--- src/rtl/dec_controller_pkg.sv ---
// dec_controller_pkg: shared constants, the per-beat framing record and small helpers for the decoder-side beat framer.
// Latency: none (declarations only).
// Backpressure: none (declarations only).
// Contents: DEC_SYM_NUM / RS_COD_LEN / RS_MES_LEN, derived widths, DEC_REM, dec_frame_t, dec_min().
package dec_controller_pkg;

   localparam int DEC_SYM_NUM = 8;      // symbols per beat
   localparam int RS_COD_LEN  = 255;    // codeword length in symbols
   localparam int RS_MES_LEN  = 239;    // message length in symbols
   localparam int CW_IDX_W    = 16;     // codeword index counter width

   // Lanes occupied by the tail of a codeword that straddles a beat boundary.
   localparam int DEC_REM     = RS_COD_LEN % DEC_SYM_NUM;

   localparam int DEC_CNT_W   = $clog2(DEC_SYM_NUM + 1);          // lane counts 0..N
   localparam int DEC_LANE_W  = $clog2(DEC_SYM_NUM);              // lane index 0..N-1
   localparam int DEC_CTR_W   = $clog2(RS_COD_LEN);               // symbol counter 0..COD_LEN-1
   localparam int DEC_ARW_W   = $clog2(RS_COD_LEN + DEC_SYM_NUM); // wrap-free intermediates

   typedef struct packed {
      logic [DEC_CNT_W-1:0] cur_count;  // lanes continuing the codeword in progress
      logic [DEC_CNT_W-1:0] cur_mes;    // message symbols among those lanes
      logic                 cur_end;    // codeword in progress completes this beat
      logic [DEC_CNT_W-1:0] nxt_count;  // lanes opening a new codeword
      logic [DEC_CNT_W-1:0] nxt_mes;    // message symbols among those lanes
      logic                 cw_start;   // a codeword opens this beat
   } dec_frame_t;

   function automatic logic [DEC_ARW_W-1:0] dec_min(input logic [DEC_ARW_W-1:0] a,
                                                    input logic [DEC_ARW_W-1:0] b);
      return (a < b) ? a : b;
   endfunction

endpackage

--- src/rtl/dec_controller_if.sv ---
// dec_controller_if: beat handshake and framing-info bundle between the input register, the framer and the syndrome stage.
// Latency: none (wires only).
// Backpressure: carries in_valid/in_ready upstream and out_valid/out_ready downstream.
// Modports: slave = framer side, master = environment side. Optional DEC_RESYNC_EN adds in_sof, in_sof_lane, fra_err.
interface dec_controller_if;
   import dec_controller_pkg::*;

   logic                  in_valid;
   logic                  in_ready;
   logic                  out_valid;
   logic                  out_ready;
   logic [DEC_CNT_W-1:0]  cur_count;
   logic [DEC_CNT_W-1:0]  cur_mes;
   logic                  cur_end;
   logic [DEC_CNT_W-1:0]  nxt_count;
   logic [DEC_CNT_W-1:0]  nxt_mes;
   logic                  cw_start;
   logic [CW_IDX_W-1:0]   cw_index;
`ifdef DEC_RESYNC_EN
   logic                  in_sof;
   logic [DEC_LANE_W-1:0] in_sof_lane;
   logic                  fra_err;

   modport slave (
      input  in_valid, out_ready, in_sof, in_sof_lane,
      output in_ready, out_valid, cur_count, cur_mes, cur_end,
             nxt_count, nxt_mes, cw_start, cw_index, fra_err
   );
   modport master (
      output in_valid, out_ready, in_sof, in_sof_lane,
      input  in_ready, out_valid, cur_count, cur_mes, cur_end,
             nxt_count, nxt_mes, cw_start, cw_index, fra_err
   );
`else
   modport slave (
      input  in_valid, out_ready,
      output in_ready, out_valid, cur_count, cur_mes, cur_end,
             nxt_count, nxt_mes, cw_start, cw_index
   );
   modport master (
      output in_valid, out_ready,
      input  in_ready, out_valid, cur_count, cur_mes, cur_end,
             nxt_count, nxt_mes, cw_start, cw_index
   );
`endif

endinterface

--- src/rtl/dec_frame_calc.sv ---
// dec_frame_calc: maps the consumed-symbol counter (or a forced restart lane) to the beat's framing record and next counter.
// Latency: combinational.
// Backpressure: none; the caller decides when the result is committed.
// Ports: con_counter in, abort/abort_lane in (restart lanes abort_lane..N-1 as a new codeword), frame out, nxt_counter out.
module dec_frame_calc
   import dec_controller_pkg::*;
(
   input  logic [DEC_CTR_W-1:0]  con_counter,
   input  logic                  abort,
   input  logic [DEC_LANE_W-1:0] abort_lane,
   output dec_frame_t            frame,
   output logic [DEC_CTR_W-1:0]  nxt_counter
);

   localparam logic [DEC_ARW_W-1:0] N_X   = DEC_ARW_W'(DEC_SYM_NUM);
   localparam logic [DEC_ARW_W-1:0] COD_X = DEC_ARW_W'(RS_COD_LEN);
   localparam logic [DEC_ARW_W-1:0] MES_X = DEC_ARW_W'(RS_MES_LEN);

   logic [DEC_ARW_W-1:0] cnt_x;
   logic [DEC_ARW_W-1:0] rem_x;
   logic [DEC_ARW_W-1:0] cur_x;
   logic [DEC_ARW_W-1:0] nxt_x;
   logic [DEC_ARW_W-1:0] next_x;
   logic [DEC_ARW_W-1:0] mes_left;
   logic                 end_x;

   always_comb begin
      cnt_x    = DEC_ARW_W'(con_counter);
      rem_x    = COD_X - cnt_x;
      cur_x    = '0;
      nxt_x    = '0;
      next_x   = '0;
      end_x    = 1'b0;

      if (abort) begin
         // Lanes below the restart lane are discarded, never closed.
         cur_x  = DEC_ARW_W'(abort_lane);
         nxt_x  = N_X - cur_x;
         next_x = nxt_x;
      end else if (cnt_x == '0) begin
         nxt_x  = N_X;
         next_x = N_X;
      end else if (rem_x > N_X) begin
         cur_x  = N_X;
         next_x = cnt_x + N_X;
      end else begin
         // Closing beat; rem_x == N_X is the exact fit that leaves no opener.
         cur_x  = rem_x;
         end_x  = 1'b1;
         nxt_x  = N_X - rem_x;
         next_x = nxt_x;
      end

      mes_left = (!abort && (cnt_x < MES_X)) ? (MES_X - cnt_x) : '0;

      frame           = '0;
      frame.cur_count = DEC_CNT_W'(cur_x);
      frame.cur_mes   = DEC_CNT_W'(dec_min(mes_left, cur_x));
      frame.cur_end   = end_x;
      frame.nxt_count = DEC_CNT_W'(nxt_x);
      frame.nxt_mes   = DEC_CNT_W'(dec_min(nxt_x, MES_X));
      frame.cw_start  = (nxt_x != '0);
      nxt_counter     = DEC_CTR_W'(next_x);
   end

endmodule

--- src/rtl/dec_controller.sv ---
// dec_controller: beat-framing controller in front of the RS syndrome stage; tells it which lanes close/open codewords.
// Latency: framing registered one cycle after the beat is accepted.
// Backpressure: single output register, no skid; in_ready = !out_valid || out_ready, outputs hold while stalled.
// Ports: clk, rst (async, active-high), bus (dec_controller_if.slave). Optional macro DEC_RESYNC_EN adds in-band
// start-of-frame resync (in_sof, in_sof_lane) and the fra_err flag.
module dec_controller
   import dec_controller_pkg::*;
(
   input  logic               clk,
   input  logic               rst,
   dec_controller_if.slave    bus
);

   logic [DEC_CTR_W-1:0]  con_counter;
   logic [DEC_CTR_W-1:0]  con_counter_nxt;
   logic [CW_IDX_W-1:0]   cw_cnt;
   logic [CW_IDX_W-1:0]   cw_index_q;
   dec_frame_t            frame_d;
   dec_frame_t            frame_q;
   logic                  out_valid_q;
   logic                  in_ready_w;
   logic                  accept;
   logic                  calc_abort;
   logic [DEC_LANE_W-1:0] calc_lane;

   assign in_ready_w = !out_valid_q || bus.out_ready;
   assign accept     = bus.in_valid && in_ready_w;

`ifdef DEC_RESYNC_EN
   logic [DEC_ARW_W-1:0]  rem_x;
   logic                  sof_expected;
   logic [DEC_LANE_W-1:0] exp_lane;
   logic                  fra_err_d;
   logic                  fra_err_q;

   // A start is only legitimate at lane 0 of a fresh beat or where the
   // current codeword ends inside this beat.
   always_comb begin
      rem_x        = DEC_ARW_W'(RS_COD_LEN) - DEC_ARW_W'(con_counter);
      sof_expected = (con_counter == '0) || (rem_x < DEC_ARW_W'(DEC_SYM_NUM));
      exp_lane     = (con_counter == '0) ? '0 : DEC_LANE_W'(rem_x);
      fra_err_d    = bus.in_sof && (!sof_expected || (bus.in_sof_lane != exp_lane));
   end

   assign calc_abort  = fra_err_d;
   assign calc_lane   = bus.in_sof_lane;
   assign bus.fra_err = fra_err_q;

   always_ff @(posedge clk or posedge rst) begin
      if (rst) begin
         fra_err_q <= 1'b0;
      end else if (accept) begin
         fra_err_q <= fra_err_d;
      end
   end
`else
   assign calc_abort = 1'b0;
   assign calc_lane  = '0;
`endif

   dec_frame_calc u_frame_calc (
      .con_counter (con_counter),
      .abort       (calc_abort),
      .abort_lane  (calc_lane),
      .frame       (frame_d),
      .nxt_counter (con_counter_nxt)
   );

   always_ff @(posedge clk or posedge rst) begin
      if (rst) begin
         con_counter <= '0;
         cw_cnt      <= '0;
         cw_index_q  <= '0;
         frame_q     <= '0;
         out_valid_q <= 1'b0;
      end else if (accept) begin
         con_counter <= con_counter_nxt;
         // Reported index is the codeword closing (or in progress) in this beat.
         cw_index_q  <= cw_cnt;
         cw_cnt      <= cw_cnt + CW_IDX_W'(frame_d.cur_end);
         frame_q     <= frame_d;
         out_valid_q <= 1'b1;
      end else if (bus.out_ready) begin
         out_valid_q <= 1'b0;
      end
   end

   assign bus.in_ready  = in_ready_w;
   assign bus.out_valid = out_valid_q;
   assign bus.cur_count = frame_q.cur_count;
   assign bus.cur_mes   = frame_q.cur_mes;
   assign bus.cur_end   = frame_q.cur_end;
   assign bus.nxt_count = frame_q.nxt_count;
   assign bus.nxt_mes   = frame_q.nxt_mes;
   assign bus.cw_start  = frame_q.cw_start;
   assign bus.cw_index  = cw_index_q;

endmodule
--- src/flat_wrapper.sv ---
// flat-port wrapper written by rule: the top's interface ports become plain ports
module dec_controller_flat import dec_controller_pkg::*;
  (clk, rst, bus_in_valid, bus_out_ready, bus_in_ready, bus_out_valid, bus_cur_count, bus_cur_mes, bus_cur_end, bus_nxt_count, bus_nxt_mes, bus_cw_start, bus_cw_index);
  dec_controller_if bus_i ();
  input  logic clk;
  input  logic rst;
  input wire logic [$bits(bus_i.in_valid)-1:0] bus_in_valid;
  input wire logic [$bits(bus_i.out_ready)-1:0] bus_out_ready;
  output wire logic [$bits(bus_i.in_ready)-1:0] bus_in_ready;
  output wire logic [$bits(bus_i.out_valid)-1:0] bus_out_valid;
  output wire logic [$bits(bus_i.cur_count)-1:0] bus_cur_count;
  output wire logic [$bits(bus_i.cur_mes)-1:0] bus_cur_mes;
  output wire logic [$bits(bus_i.cur_end)-1:0] bus_cur_end;
  output wire logic [$bits(bus_i.nxt_count)-1:0] bus_nxt_count;
  output wire logic [$bits(bus_i.nxt_mes)-1:0] bus_nxt_mes;
  output wire logic [$bits(bus_i.cw_start)-1:0] bus_cw_start;
  output wire logic [$bits(bus_i.cw_index)-1:0] bus_cw_index;
  assign bus_i.in_valid = bus_in_valid;
  assign bus_i.out_ready = bus_out_ready;
  assign bus_in_ready = bus_i.in_ready;
  assign bus_out_valid = bus_i.out_valid;
  assign bus_cur_count = bus_i.cur_count;
  assign bus_cur_mes = bus_i.cur_mes;
  assign bus_cur_end = bus_i.cur_end;
  assign bus_nxt_count = bus_i.nxt_count;
  assign bus_nxt_mes = bus_i.nxt_mes;
  assign bus_cw_start = bus_i.cw_start;
  assign bus_cw_index = bus_i.cw_index;
  dec_controller u_core (.clk(clk), .rst(rst), .bus(bus_i));
endmodule
--- config.mk ---
export PLATFORM = sky130hd
export DESIGN_NAME = dec_controller_flat
export DESIGN_NICKNAME = d
export VERILOG_FILES = /design/src/rtl/dec_controller_pkg.sv /design/src/rtl/dec_controller_if.sv /design/src/rtl/dec_frame_calc.sv /design/src/rtl/dec_controller.sv /design/src/flat_wrapper.sv
export SDC_FILE = /design/constraint.sdc
export NUM_CORES = 1
export LEC_CHECK = 0
export BUFFER_PORTS_ARGS = -buffer_cell sky130_fd_sc_hd__buf_2
export CORE_MARGIN = 2
export CORE_UTILIZATION = 35
export CTS_BUF_LIST = sky130_fd_sc_hd__clkbuf_16
export DETAILED_ROUTE_END_ITERATION = 8
export PLACE_DENSITY = 0.6
export REMOVE_ABC_BUFFERS = 1
export SYNTH_ARGS = -nofsm -noshare
export SYNTH_HDL_FRONTEND = slang
export SYNTH_HIERARCHICAL = 1
export SYNTH_SLANG_ARGS = --single-unit
export TNS_END_PERCENT = 20
--- constraint.sdc ---
create_clock -name clk -period 3.5 [get_ports clk]
set_clock_uncertainty 0.1 [all_clocks]
set_input_delay 0.525 -clock clk [delete_from_list [all_inputs] [get_ports clk]]
set_output_delay 0.525 -clock clk [all_outputs]
set_load 0.03 [all_outputs]
==> results of run 1 <==
## worst max path at each step
stage	to	slack, ns
after detailed placement	u_core/bus.cur_mes[3]	0.12
after floorplan	u_core/bus.cur_mes[3]	0.18
final	u_core/bus.cur_mes[3]	0.19
after global routing	u_core/bus.cur_mes[3]	0.01
after CTS	u_core/bus.cur_mes[3]	0.10
after global placement	u_core/bus.cur_mes[3]	0.18
## cells in the final DEF (no fill, tap or decap), types with 5 or more instances in the layout
master	instances
sky130_fd_sc_hd__xor2_1	9
sky130_fd_sc_hd__nand2_1	116
sky130_fd_sc_hd__inv_2	5
sky130_fd_sc_hd__nand4_1	6
sky130_fd_sc_hd__inv_1	8
sky130_fd_sc_hd__nor2_1	12
sky130_fd_sc_hd__dfrtp_1	58
sky130_fd_sc_hd__buf_2	39
sky130_fd_sc_hd__clkbuf_16	9
sky130_fd_sc_hd__o21ai_1	7
sky130_fd_sc_hd__a21oi_1	8
sky130_fd_sc_hd__conb_1	12
sky130_fd_sc_hd__nand3_1	8
sky130_fd_sc_hd__and3_1	6
sky130_fd_sc_hd__buf_4	12
sky130_fd_sc_hd__xnor2_1	14
sky130_fd_sc_hd__mux2_2	14
sky130_fd_sc_hd__ha_1	20
## sequential cells by signal, summed over array words and instances (netlist names)
| register | count |
|---|---|
| u_core/bus.cur_end | 1 |
| u_core/con_counter | 8 |
| u_core/cw_cnt | 16 |
| u_core/bus.cur_mes | 4 |
| u_core/bus.cur_count | 4 |
| u_core/bus.cw_index | 16 |
| u_core/bus.cw_start | 1 |
| u_core/bus.nxt_count | 4 |
| u_core/bus.out_valid | 1 |
| u_core/bus.nxt_mes | 4 |
## logic make-up (layout without fill, tap and decap cells)
kind of cell	count (synthesis)	count (layout)	share of synthesized area, %
XOR/XNOR	23	23	5.95
buffers and inverters	32	81	4.73
adder cells (fa/ha/maj)	20	20	7.39
flip-flops	59	59	43.6
AO/OA/AOI/OAI	38	38	9.06
multiplexers	15	15	4.95
other	2	12	0.222
AND/OR/NAND/NOR	175	175	24.1
## timing repair
| action | CTS | global route |
|---|---|---|
| buffers inserted | 0 | 0 |
| hold buffers | 0 | 0 |
| setup endpoints to repair | 0 | 2 |
| resized for setup | 0 | 3 |
## layer usage
| metal | share of wire [%] | vias to the layer above |
|---|---|---|
| li1 | - | 1311 |
| met1 | 48 | 1233 |
| met2 | 45 | 56 |
| met3 | 5.2 | 6 |
| met4 | 1.4 | 0 |
| met5 | 0 | - |
## through the flow
step	area [µm²]	utilization (%)	power, W
floorplan	3320	-	0.00107
detailed placement	3770	40.5	0.00120
finish	4090	43.8	0.00210
global route	4090	43.8	0.00222
CTS	4080	43.8	0.00211
global placement	3770	40.5	0.00119
## worst register-to-register path, cell delays in order, from the launching register on
cell and delay [ns]:
sky130_fd_sc_hd__dfrtp_1 0.48, sky130_fd_sc_hd__inv_1 0.15, sky130_fd_sc_hd__ha_1 0.17, sky130_fd_sc_hd__a21oi_2 0.06, sky130_fd_sc_hd__or2_2 0.43, sky130_fd_sc_hd__o31ai_4 0.23, sky130_fd_sc_hd__inv_2 0.06, sky130_fd_sc_hd__ha_1 0.30
sky130_fd_sc_hd__a21oi_1 0.13, sky130_fd_sc_hd__o21ai_1 0.11, sky130_fd_sc_hd__a2111oi_4 0.42, sky130_fd_sc_hd__and2b_4 0.24, sky130_fd_sc_hd__a211oi_1 0.05, sky130_fd_sc_hd__a21o_1 0.17, sky130_fd_sc_hd__nand2_1 0.05, sky130_fd_sc_hd__nand2_1 0.04
## power breakdown
part	leakage, nW	internal, W	switching (W)
Combinational	1.19	0.000142	0.000277
Clock	0.149	0.000613	0.000300
Sequential	0.796	0.000733	0.0000362
## area by class of cell
type / instances / area (µm²)
Sequential cell: 59 / 1480
Inverter: 15 / 65.1
Clock buffer: 9 / 225
Fill cell: 902 / 5240
Clock inverter: 6 / 81.3
Multi-Input combinational cell: 283 / 1790
Tap cell: 129 / 161
Timing Repair Buffer: 51 / 285
==> flow_summary.ini, run 1 <==
[run_status]
run_status = complete, no violations

[global_routing]
global_route.peak_usage_layer = met2
grt_util_met1_pct = 20.6
gr-usage-all-layers_pct = 15.0
use_met3_pct = 4.38
grt_overflow_total = 0
grt_use_met2_pct = 22.5
via_count_of_the_first_global_routing_pass = 2532
grt_start_max_net_pins = 32
antenna_found_initial = 0
grt_first_pass_wirelength_mm = 12.2

[placement]
place_hpwl_mm = 5.21
place_ws_ns = 0.119
finalWeightedCongestion = 0.858
dpl.cell_count = 537
i_o_buffers = 39

[floorplanning]
starting_density_of_the_core_pct = 36.3
std_cell_rows = 35
placeableCoreArea_mm2 = 0.00933
fp.dieH_um = 102
chipWidth_um = 102
io_pins = 40
design.die.area_mm2 = 0.0105

[synthesis]
netlist_area_mm2 = 0.00338
synth_area_leader_cell = sky130_fd_sc_hd__dfrtp_1
synth_most_common_cell = sky130_fd_sc_hd__nand2_1
synth_sequential_area_ratio_pct = 43.6
yosys-top-cells-count = 116 x sky130_fd_sc_hd__nand2_1, 59 x sky130_fd_sc_hd__dfrtp_1, 20 x sky130_fd_sc_hd__ha_1, 14 x sky130_fd_sc_hd__mux2_2, 14 x sky130_fd_sc_hd__xnor2_1
asyncSetResetFlopFracSynth_pct = 100
synth_ff_type = sky130_fd_sc_hd__dfrtp_1
synth.ff_latch_count = 59
synth_cell_type_count = 57
netlist_top_cells_area = sky130_fd_sc_hd__dfrtp_1 44%, sky130_fd_sc_hd__nand2_1 13%, sky130_fd_sc_hd__ha_1 7.4%, sky130_fd_sc_hd__mux2_2 4.7%, sky130_fd_sc_hd__xnor2_1 3.6%
syn-instance-count = 364
synth.top_cell.area_share_pct = 43.6
synth-edff-count = 0
ys.warnings.count = 6
synth.avg_cell_area_um2 = 9.30

[detailed_routing]
route.detailed.vias_per_inst = 4.72
number_of_vias_after_detailed_routing = 2606
drt.antenna.violating_nets = 0
routed_wl_mm = 7.19
drt-initial-drc-count = 138
drt_first_pass_iters = 4
post-route-drc-count = 0
route.detailed.wl_per_inst_um = 13.0

[power_and_ir_drop]
static-leakage-power_nw = 2.13
p_per_cell_area_mw_per_mm2 = 514
max-vdd-ir-drop_uv = 274

[clocking]
tritoncts.num_buffers = 9
cts_tree = built
clockRootBuffer = sky130_fd_sc_hd__clkbuf_16
worstSkewPairLatency_ns = 0.32
h_tree_levels = 3
cts_buffer_depth = 2
clock_sinks = 59
path_clk_slew_ns = 0.05

[sta]
holdWs_ns = 0.165
tightest_slew_ns = 0.617
maxClockFrequency_mhz = 302
timing.setup.tns_ns = 0
layout_min_cycle_time_ns = 3.31
final-max-slew-violation-count = 0
rsz0062_at_grt = no
timing.max_slew.rel_slack_pct = 58.8
hold_viol_final = 0
fin_crit_sh_pct = 94.5
final_critical_path_setup_slack_ns = 0.191
final_number_of_setup_violating_endpoints = 0

[layout]
antenna_cells_inserted = 0
net_total_in_the_final_layout = 443
stdcell_count = 552
area_growth_syn_to_layout_pct = 20.7
drive_gt1_share_pct = 25.5

[critical_path]
r2r_cell_count = 15
critical_path.cell_chain = inv_1, ha_1, a21oi_2, or2_2, o31ai_4, inv_2, ha_1, a21oi_1, o21ai_1, a2111oi_4, and2b_4, a211oi_1, a21o_1, nand2_1, nand2_1
timing.setup.critical_path_class = reg -> reg
r2r_start = u_core/con_counter[3]
worst-endpoint-arrival_ns = 3.42
cp-start-kind = register
critical_path.n_buffers_inverters = 2
worst-path-max-fanout = 9
critical-path-slowest-cell = sky130_fd_sc_hd__dfrtp_1
critical_path_cell_count = 15
reg2reg_setup_slack_ns = 0.19
beginning_of_the_critical_path = u_core/con_counter[3]
critPathRequiredTime_ns = 3.61
timing.critical_path.max_delay_family = compound AO/OA/AOI/OAI gates
critical_register_to_register_path_endpoint = u_core/bus.cur_mes[3]
max_stage_delay_ns = 0.48
timing.critical_path.to_type = register

[job]
max-cap-violations = 0

[worst_hold_path]
worstHoldPathType = in -> async
No activity file was read; power rests on OpenSTA's default activity.
==> inputs of run 2 (changes only) <==
Settings changed: RECOVER_POWER set to 25.
==> run 2 against run 1 <==
- the run now ends with capacitance limit, slew limit left
- cell count stayed put
- count of clock-buffer cells in the layout stayed put
- cell area is 0.15% lower
- combinational power hardly changed
- flip-flop and latch count stayed put
- critical path depth stayed put
- largest power group unchanged
- worst hold slack better by 0.20 ns
- global-route usage stayed put
- first-iteration DRC count is 2.9% lower
- largest cell class unchanged
- non-clock buffer count stayed put
- worst setup slack better by 0.00085 ns
- critical endpoint unchanged
- utilization is 0.067 points lower
==> flow_summary.ini, run 2 (synthesis results as in run 1) <==
[detailed_routing]
drt_first_pass_iters = 4
drt.antenna.violating_nets = 0
post-route-drc-count = 0
routed_wl_mm = 7.21
route.detailed.vias_per_inst = 4.73
drt-initial-drc-count = 134
route.detailed.wl_per_inst_um = 13.1
number_of_vias_after_detailed_routing = 2610

[sta]
layout_min_cycle_time_ns = 3.31
tightest_slew_ns = 1.65
final-max-slew-violation-count = 32
timing.setup.tns_ns = 0
rsz0062_at_grt = no
hold_viol_final = 0
fin_crit_sh_pct = 94.5
timing.max_slew.rel_slack_pct = -10.1
final_number_of_setup_violating_endpoints = 0
maxClockFrequency_mhz = 302

[power_and_ir_drop]
power.share.sequential_pct = 36.6
static-leakage-power_nw = 2.13
power.switching_fraction_pct = 29.2
power_frac_clock_pct = 43.4
power.combinational.fraction_pct = 19.9
max-vdd-ir-drop_uv = 266
net_switching_power_figure_w = 0.000612
p_per_cell_area_mw_per_mm2 = 514
intPower_w = 0.00149

[layout]
layout_commonest_cell = sky130_fd_sc_hd__nand2_1
layout_common_cells = 116 x sky130_fd_sc_hd__nand2_1, 58 x sky130_fd_sc_hd__dfrtp_1, 39 x sky130_fd_sc_hd__buf_2
utilization_pct = 43.7
antenna_cells_inserted = 0
net_total_in_the_final_layout = 443
area_growth_syn_to_layout_pct = 20.6
drive_gt1_share_pct = 24.8

[clocking]
worstSkewPairLatency_ns = 0.32
post-cts-setup-buffer-count = 0
h_tree_levels = 3
clock_sinks = 59
tritoncts.num_buffers = 9
cts_tree = built
cts_buffer_depth = 2
clockRootBuffer = sky130_fd_sc_hd__clkbuf_16
path_clk_slew_ns = 0.05
holdBufCountCts = 0

[job]
max-cap-violations = 1

[floorplanning]
chipWidth_um = 102
std_cell_rows = 35
design.die.area_mm2 = 0.0105
fp.dieH_um = 102
starting_density_of_the_core_pct = 36.3
placeableCoreArea_mm2 = 0.00933
io_pins = 40

[worst_hold_path]
worstHoldPathType = in -> async

[global_routing]
via_count_of_the_first_global_routing_pass = 2532
grt_first_pass_wirelength_mm = 12.2
antenna_found_initial = 0
grt_overflow_total = 0
gr-usage-all-layers_pct = 15.0
grt_start_max_net_pins = 32

[run_status]
violations_in_the_final_reports = capacitance limit, slew limit
run_status = finished with violations

[critical_path]
cp-start-kind = register
max_stage_delay_ns = 0.48
critical_path.cell_chain = inv_1, ha_1, a21oi_2, or2_2, o31ai_4, inv_2, ha_1, a21oi_1, o21ai_1, a2111oi_4, and2b_4, a211oi_1, a21o_1, nand2_1, nand2_1
worst-path-max-fanout = 9
critPathRequiredTime_ns = 3.61
timing.critical_path.to_type = register
critical-path-slowest-cell = sky130_fd_sc_hd__dfrtp_1
timing.setup.critical_path_class = reg -> reg
worst-endpoint-arrival_ns = 3.42

[placement]
i_o_buffers = 39
finalWeightedCongestion = 0.858
place_hpwl_mm = 5.21
run 2: changes by cell type in the layout (fill, tap and decap cells not counted):
| cell | before | now |
|---|---|---|
| sky130_fd_sc_hd__inv_1 | 8 | 9 |
| sky130_fd_sc_hd__clkbuf_1 | 0 | 1 |
| sky130_fd_sc_hd__inv_2 | 5 | 4 |
| sky130_fd_sc_hd__buf_4 | 12 | 11 |
| sky130_fd_sc_hd__nor2b_2 | 1 | 0 |
| sky130_fd_sc_hd__nor2b_1 | 1 | 2 |
run 2: worst paths after layout:
| kind | startpoint | end | slack, ns | depth (start not counted) |
|---|---|---|---|---|
| setup / recovery | u_core/con_counter[3] | u_core/bus.cur_mes[3] | 0.19 | 15 |
| hold / removal | rst | u_core/con_counter[5] | 0.36 | 2 |
| setup reg to reg | u_core/con_counter[3] | u_core/bus.cur_mes[3] | 0.19 | 15 |
| hold reg to reg | u_core/bus.cw_index[15] | u_core/bus.cw_index[15] | 0.36 | 2 |
| max in group asynchronous | rst | u_core/con_counter[4] | 0.75 | 3 |
| min in group clk | u_core/bus.cw_index[15] | u_core/bus.cw_index[15] | 0.36 | 2 |
run 2: power groups by stage:
stage	Combinational (W)	Clock (W)	Sequential (W)
2_1_floorplan	0.000215	0	0.000857
3_3_place_gp	0.000413	0	0.000778
3_5_place_dp	0.000417	0	0.000779
4_1_cts	0.000419	0.000927	0.000768
5_1_grt	0.000469	0.000968	0.000777
6_report	0.000418	0.000911	0.000769
run 2: stage by stage:
stage | cells | instance area, µm² | total power (W) | setup slack, ns | hold WS [ns]
after floorplan | 357 | 3320 | 0.00107 | 0.178 | 0.341
after global placement | 537 | 3770 | 0.00119 | 0.183 | 0.356
after detailed placement | 537 | 3770 | 0.00120 | 0.119 | 0.358
after CTS | 552 | 4080 | 0.00211 | 0.101 | 0.180
after global routing | 552 | 4080 | 0.00221 | 0.00984 | 0.386
final | 552 | 4080 | 0.00210 | 0.192 | 0.361
run 2: critical path: cells and delay by family (launching register included):
| family | cells | cell delay, ns |
|---|---|---|
| compound gates | 7 | 1.16 |
| flops | 1 | 0.48 |
| buf+inv | 2 | 0.21 |
| simple gates | 4 | 0.76 |
| fa+ha+maj | 2 | 0.47 |
run 2: repair_timing:
action | CTS | global route
gates resized for setup | 0 | 3
endpoints found under the hold margin | 0 | 0
setup endpoints to repair | 0 | 2
run 2: routing by layer:
layer / share of wire, % / track usage [%]
met2: 45 / 22.5
met1: 49 / 20.6
met4: 1.5 / 5.23
met3: 4.7 / 4.38
met5: 0 / 0
run 2: layout make-up:
class	count	area (µm²)
multi-input cells	283	1790
clock inverters	6	81.3
inverters	15	65.1
fillers	904	5250
clock buffers	9	225
well taps	129	161
repair buffers	51	282
flip-flops and latches	59	1480
